--- config.mk ---
export PLATFORM = sky130hd
export DESIGN_NAME = hcu_mc
export DESIGN_NICKNAME = d
export VERILOG_FILES = /design/src/rtl/hcu_pkg.sv /design/src/rtl/hcu_mc_sat_counter.sv /design/src/rtl/hcu_mc.sv
export SDC_FILE = /design/constraint.sdc
export NUM_CORES = 1
export LEC_CHECK = 0
export CAP_MARGIN = 25
export CORE_ASPECT_RATIO = 0.6
export CORE_MARGIN = 5
export CORE_UTILIZATION = 42
export DETAILED_ROUTE_END_ITERATION = 6
export GPL_TIMING_DRIVEN = 1
export HOLD_SLACK_MARGIN = 0.08
export MAX_ROUTING_LAYER = met4
export PLACE_DENSITY = 0.77
export SLEW_MARGIN = 0
export SYNTH_ARGS = -nofsm -noshare
export SYNTH_HDL_FRONTEND = slang
export SYNTH_HIERARCHICAL = 1
export SYNTH_SLANG_ARGS = --single-unit
--- constraint.sdc ---
create_clock -name clk -period 2.37 [get_ports clk]
set_input_delay 0.237 -clock clk [delete_from_list [all_inputs] [get_ports clk]]
set_output_delay 0.237 -clock clk [all_outputs]
set_load 0.01 [all_outputs]
--- src/rtl/hcu_pkg.sv ---
// Shared types and constants for the multi-cycle hazard control unit.
package hcu_pkg;

  typedef enum logic [1:0] {
    IDLE = 2'd0,
    BUSY = 2'd1,
    DONE = 2'd2
  } mc_state_t;

  // Register x0 is hardwired to zero and never produces a hazard.
  localparam int unsigned REG_X0 = 0;

endpackage

--- src/rtl/hcu_mc_sat_counter.sv ---
// Saturating up-counter used for the stall/flush performance counters.
module sat_counter #(
  parameter int W = 16
) (
  input  logic         i_clk,
  input  logic         i_rst,
  input  logic         i_inc,
  output logic [W-1:0] o_count
);

  logic [W-1:0] r_count;

  // Count qualifying cycles, sticking at all-ones instead of wrapping.
  always_ff @(posedge i_clk or posedge i_rst) begin
    if (i_rst) begin
      r_count <= '0;
    end else if (i_inc && (r_count != '1)) begin
      r_count <= r_count + W'(1);
    end
  end

  assign o_count = r_count;

endmodule

--- src/rtl/hcu_mc.sv ---
// Hazard control unit for the 3-stage RV32 pipeline: forwarding, load-use
// bubbling, branch flushing and a sequencer that holds Execute for
// variable-latency multi-cycle operations.
module hcu_mc
  import hcu_pkg::*;
#(
  parameter int REG_AW = 5,
  parameter int LAT_W  = 6,
  parameter int PERF_W = 16
) (
  input  logic              clk,
  input  logic              reset,
  input  logic [REG_AW-1:0] A1_D,
  input  logic [REG_AW-1:0] A2_D,
  input  logic [REG_AW-1:0] A1_E,
  input  logic [REG_AW-1:0] A2_E,
  input  logic [REG_AW-1:0] A3_E,
  input  logic              RegWE_W_E,
  input  logic [REG_AW-1:0] A3_W,
  input  logic              RegWE_E_W,
  input  logic              RegWE_W_W,
  input  logic              mc_start_E,
  input  logic [LAT_W-1:0]  mc_lat_E,
  input  logic              branch_taken_E,
  output logic              StallF,
  output logic              StallD,
  output logic              StallE,
  output logic              StallW,
  output logic              FlushD,
  output logic              FlushE,
  output logic              FlushW,
  output logic              fwdA_E,
  output logic              fwdB_E,
  output logic              mc_busy,
  output logic [PERF_W-1:0] stall_cnt,
  output logic [PERF_W-1:0] flush_cnt
);

  localparam logic [REG_AW-1:0] X0 = REG_AW'(REG_X0);

  mc_state_t        r_state;
  logic [LAT_W-1:0] r_cnt;
  logic             r_busy;

  logic w_mcStart;
  logic w_mcStall;
  logic w_loadUse;
  logic w_wbWrites;

  // A start is only honoured from IDLE; in DONE the start flag still belongs
  // to the departing op. Latency 0/1 ops behave as single-cycle.
  assign w_mcStart = (r_state == IDLE) && mc_start_E &&
                     (mc_lat_E >= LAT_W'(2)) && !branch_taken_E;
  assign w_mcStall = w_mcStart || (r_state == BUSY);

  assign w_loadUse = RegWE_W_E && (A3_E != X0) &&
                     ((A3_E == A1_D) || (A3_E == A2_D));
  assign w_wbWrites = RegWE_E_W || RegWE_W_W;

  // Sequencer: the start cycle plus the BUSY cycles stall, DONE lets the op
  // leave, so a latency-L op spends exactly L cycles in Execute.
  always_ff @(posedge clk or posedge reset) begin
    if (reset) begin
      r_state <= IDLE;
      r_cnt   <= '0;
      r_busy  <= 1'b0;
    end else begin
      case (r_state)
        IDLE: begin
          if (w_mcStart) begin
            r_cnt   <= mc_lat_E - LAT_W'(2);
            r_state <= (mc_lat_E == LAT_W'(2)) ? DONE : BUSY;
            r_busy  <= 1'b1;
          end
        end
        BUSY: begin
          r_cnt <= r_cnt - LAT_W'(1);
          if (r_cnt == LAT_W'(1)) begin
            r_state <= DONE;
          end
        end
        DONE: begin
          r_state <= IDLE;
          r_busy  <= 1'b0;
        end
        default: begin
          r_state <= IDLE;
          r_busy  <= 1'b0;
        end
      endcase
    end
  end

  assign mc_busy = r_busy;

  // Priority: mc stall over branch over load-use; everything is forced low
  // while reset is asserted so stalls drop immediately.
  always_comb begin
    StallF = 1'b0;
    StallD = 1'b0;
    StallE = 1'b0;
    StallW = 1'b0;
    FlushD = 1'b0;
    FlushE = 1'b0;
    FlushW = 1'b0;
    fwdA_E = 1'b0;
    fwdB_E = 1'b0;
    if (!reset) begin
      fwdA_E = w_wbWrites && (A3_W != X0) && (A3_W == A1_E);
      fwdB_E = w_wbWrites && (A3_W != X0) && (A3_W == A2_E);
      if (w_mcStall) begin
        StallF = 1'b1;
        StallD = 1'b1;
        StallE = 1'b1;
        FlushW = 1'b1;
      end else if (branch_taken_E) begin
        FlushD = 1'b1;
        FlushE = 1'b1;
      end else if (w_loadUse) begin
        StallF = 1'b1;
        StallD = 1'b1;
        FlushE = 1'b1;
      end
    end
  end

  sat_counter #(.W(PERF_W)) u_stallCnt (
    .i_clk   (clk),
    .i_rst   (reset),
    .i_inc   (StallF),
    .o_count (stall_cnt)
  );

  sat_counter #(.W(PERF_W)) u_flushCnt (
    .i_clk   (clk),
    .i_rst   (reset),
    .i_inc   (FlushD || FlushE),
    .o_count (flush_cnt)
  );

endmodule

==> impl_results.md <==
* Outcome: completed
* Largest net degree at the start of global routing at 17
* Power Total at 2.791 mW
* Crit-path max cell delay at approximately 0.47 ns
* Hold Path Class: in2async
* Synth top area share at approximately 40%
* Slew headroom at between 50% and 60%
* Reg2Reg Setup Slack at 0.12 ns
* Total wire length at approximately 7.1 mm
* Drt first-iter violations at roughly 120
* Max-Cap Viols at 0
* All-Layer GR Usage at 18.80%
* RSZ-0062 raised after global routing: yes
* First-pass iteration count of the detailed router at 4
* # IOs at 85
* Yosys reg bits at around 40
* Worst Tran Pin Value at 0.6288 ns
* WP buf/inv at 1
* Clock transition at the registers of the reported paths at 0.08 ns
* # rows at 22
* Layout area overhead at 48.01%
* Core Region at ~0.0061 mm²
* Worst VDD drop at 0.0004476 V
* Max FO, Critical Path at 4
* Sink Count at 41
* Synth Flop Type: dfrtp_1
* DR WL/cell at 15.70 µm
* Die H at 71.02 µm
* Worst EP arrival at about 2.5 ns
* Reg-to-Reg End: u_flushCnt/o_count[14]$_DFFE_PP0P_
* Vias at 2356
* Maximum clock rate at 432.4 MHz
* Crit Path Category: in2reg
* CTS tree: built
* Sequential fraction of the synthesis area at 39.37%
* Share of synthesized registers carrying an async set or reset at between 90% and 100%
* CP max-delay cell: clkdlybuf4s50_1
* Initial antenna violation count at 0
* CTS buffer count at 5
* Worst Reg-to-Reg Cells at 7
* Hpwl dp at roughly 5.7 mm
* Initial Util at a little over two fifths
* Slew Viols, Final at 0
* Die area at approximately 0.008 mm²
* Critical path capture point type: flip-flop
* PwrDens at 723.6 mW/mm²
* # hold bufs at CTS at 0
* H-tree Lvls at 2
* Post-synthesis net count at 304
* Delay-heaviest family, CP: simple AND/OR/NAND/NOR gates
* Synthesized area per cell at 10.18 µm²
* I/O Buffers at 83
* Clk_lat worst skew at about 0.30 ns
* Avg Vias per Cell at 5.212
* WP data required at ~2.6 ns
* Fin crit period at around 2.3 ns
* Post-Syn Area at 0.002606 mm²
* Routed Antenna Nets at 0
* Reg-to-Reg Start: r_state[0]$_DFFE_PP0P_
* Die width at around 110 µm
* Clk buf depth at 2
* Synth warn at 6
* Clk root buf: clkbuf_8
* Worst Setup Start Kind: input port
* Setup TNS at 0 ns
* Post-route DRC at 0
* # setup viols final at 0
* ANT cells at 0
* Count of cell types in the netlist at 55
* Top cells by area, synth: dfrtp_1 (39%), xnor2_1 (9.4%), xor2_1 (5.7%)
* Final nets at approximately 420
* Number of global-route vias before repair at approximately 2400
* First-pass GRT wire length at 11.80 mm
* Final Hold Viols at 0
* Post-synth EDFFs at 0
* Yosys top cell by area: dfrtp_1
* GR Overflow Total at 0
* Gate Count Post-Synth at roughly 260
* Static Leak at 1.672 nW
* Proportion of layout cells with a drive suffix above 1 at between 10% and 20%
* Clock skew at 0.008255 ns
* Fin crit share at 97.59%
* Gp weighted congestion at 0.8686
* Worst path cell trace: clkdlybuf4s50_1, xor2_1, nor3_2, a22oi_2, o32ai_2, and4_1, nand3_1, nor2_1, mux2_2
where the power goes:
group | total (mW) | internal [mW] | switching, mW
registers | 1.06 | 0.857 | 0.203
clock network | 0.586 | 0.343 | 0.243
logic | 1.15 | 0.630 | 0.516
routing by layer:
metal	track usage [%]	part of all wire, %
met5	-	0
met4	5.128	0.86
met3	3.846	4.2
met2	27.49	45
met1	26.46	50
sequential cells by signal (all words and copies together), names as in the netlist:
register and cells:
u_flushCnt/o_count 16, u_stallCnt/o_count 16, r_cnt 6, r_state 2
mc_busy 1
cell usage in the layout, fill, tap and decap left out, types with 3 or more instances in the layout:
cell	Yosys	final
clkdlybuf4s50_1	0	78
dfrtp_1	41	41
xnor2_1	28	28
buf_4	3	27
xor2_1	17	17
nand2_1	17	16
nor2_1	16	16
nand3_1	17	16
nand4_1	10	10
inv_1	9	9
and3_1	9	9
a21oi_1	6	6
clkbuf_8	0	6
ha_1	5	5
and4_1	6	5
nor3_2	2	4
nand3b_1	4	4
mux2_2	4	4
nor3_1	5	3
nand2b_1	3	3
mux2i_1	3	3
nand2_2	2	3
o21ai_0	3	3
dlygate4sd2_1	0	3
cells in the mapped netlist (2+ instances only):
cell type	n
o211ai_1	2
or4_1	2
a21oi_1	6
nor2_1	16
mux2i_1	3
inv_1	9
and3_1	9
nand4_4	2
ha_1	5
nor4_4	2
nand4_1	10
o32ai_1	2
o21a_1	2
nand2b_1	3
nand4_2	2
xnor2_1	28
and4_2	2
nor3_2	2
and2_1	2
dfrtp_1	41
nand3_1	17
a22oi_1	2
nand3b_1	4
and4_1	6
nor3_1	5
nor4_1	2
xor2_1	17
and3_2	2
nand2_2	2
mux2_2	4
o21ai_0	3
nand2_1	17
buf_4	3
through the flow:
stage	hold WS, ns	cells	setup WS, ns	area [µm²]	util (%)
global placement	0.4834	442	-0.2150	3700	61.10
detailed placement	0.4907	442	-0.3663	3700	61.10
CTS	0.2797	451	0.01143	3820	63.08
finish	0.2833	452	0.05709	3857	63.70
floorplan	0.09682	256	0.1513	2619	-
global route	0.3098	452	-0.05043	3857	63.70
layout make-up:
class                           count  area [µm²]
Fill cell                         501        2198
Tap cell                           84       105.1
Multi-Input combinational cell    199        1538
Clock inverter                      1       30.03
Timing Repair Buffer              110        1035
Inverter                           10       37.54
Sequential cell                    41        1026
Clock buffer                        7       86.33
what timing repair did:
action / CTS / global route
setup endpoints to repair: 4 / 21
gates resized for setup: 3 / 9
setup buffers: 1 / 1
pin swaps: 1 / 3
cell families after synthesis:
kind of cell    after synthesis  synth area share (%)
xor+xnor                     45                 15.12
mux                           7                 2.880
fa+ha+maj                     5                 2.400
buf+inv                      16                 3.072
compound gates               30                 9.938
flops                        41                 39.37
simple gates                111                 27.08
other cells                   1                0.1439
worst max-delay path by stage:
| stage | depth (start not counted) | slack, ns | startpoint | to |
|---|---|---|---|---|
| 2_1_floorplan | 8 | 0.15 | r_state[0]$_DFFE_PP0P_ | u_flushCnt/o_count[14]$_DFFE_PP0P_ |
| 3_3_place_gp | 11 | -0.21 | A3_E[1] | u_stallCnt/o_count[14]$_DFFE_PP0P_ |
| 5_1_grt | 9 | -0.05 | A3_E[3] | u_flushCnt/o_count[14]$_DFFE_PP0P_ |
| 4_1_cts | 10 | 0.01 | A3_E[3] | u_stallCnt/o_count[14]$_DFFE_PP0P_ |
| 3_5_place_dp | 9 | -0.37 | A3_E[3] | u_flushCnt/o_count[14]$_DFFE_PP0P_ |
| 6_report | 9 | 0.06 | A3_E[3] | u_flushCnt/o_count[14]$_DFFE_PP0P_ |
worst min-delay path: cells and delay by family:
family	cells	cell delay, ns
buffers and inverters	3	0.71
Note: power is estimated with default switching activity, not from simulation.
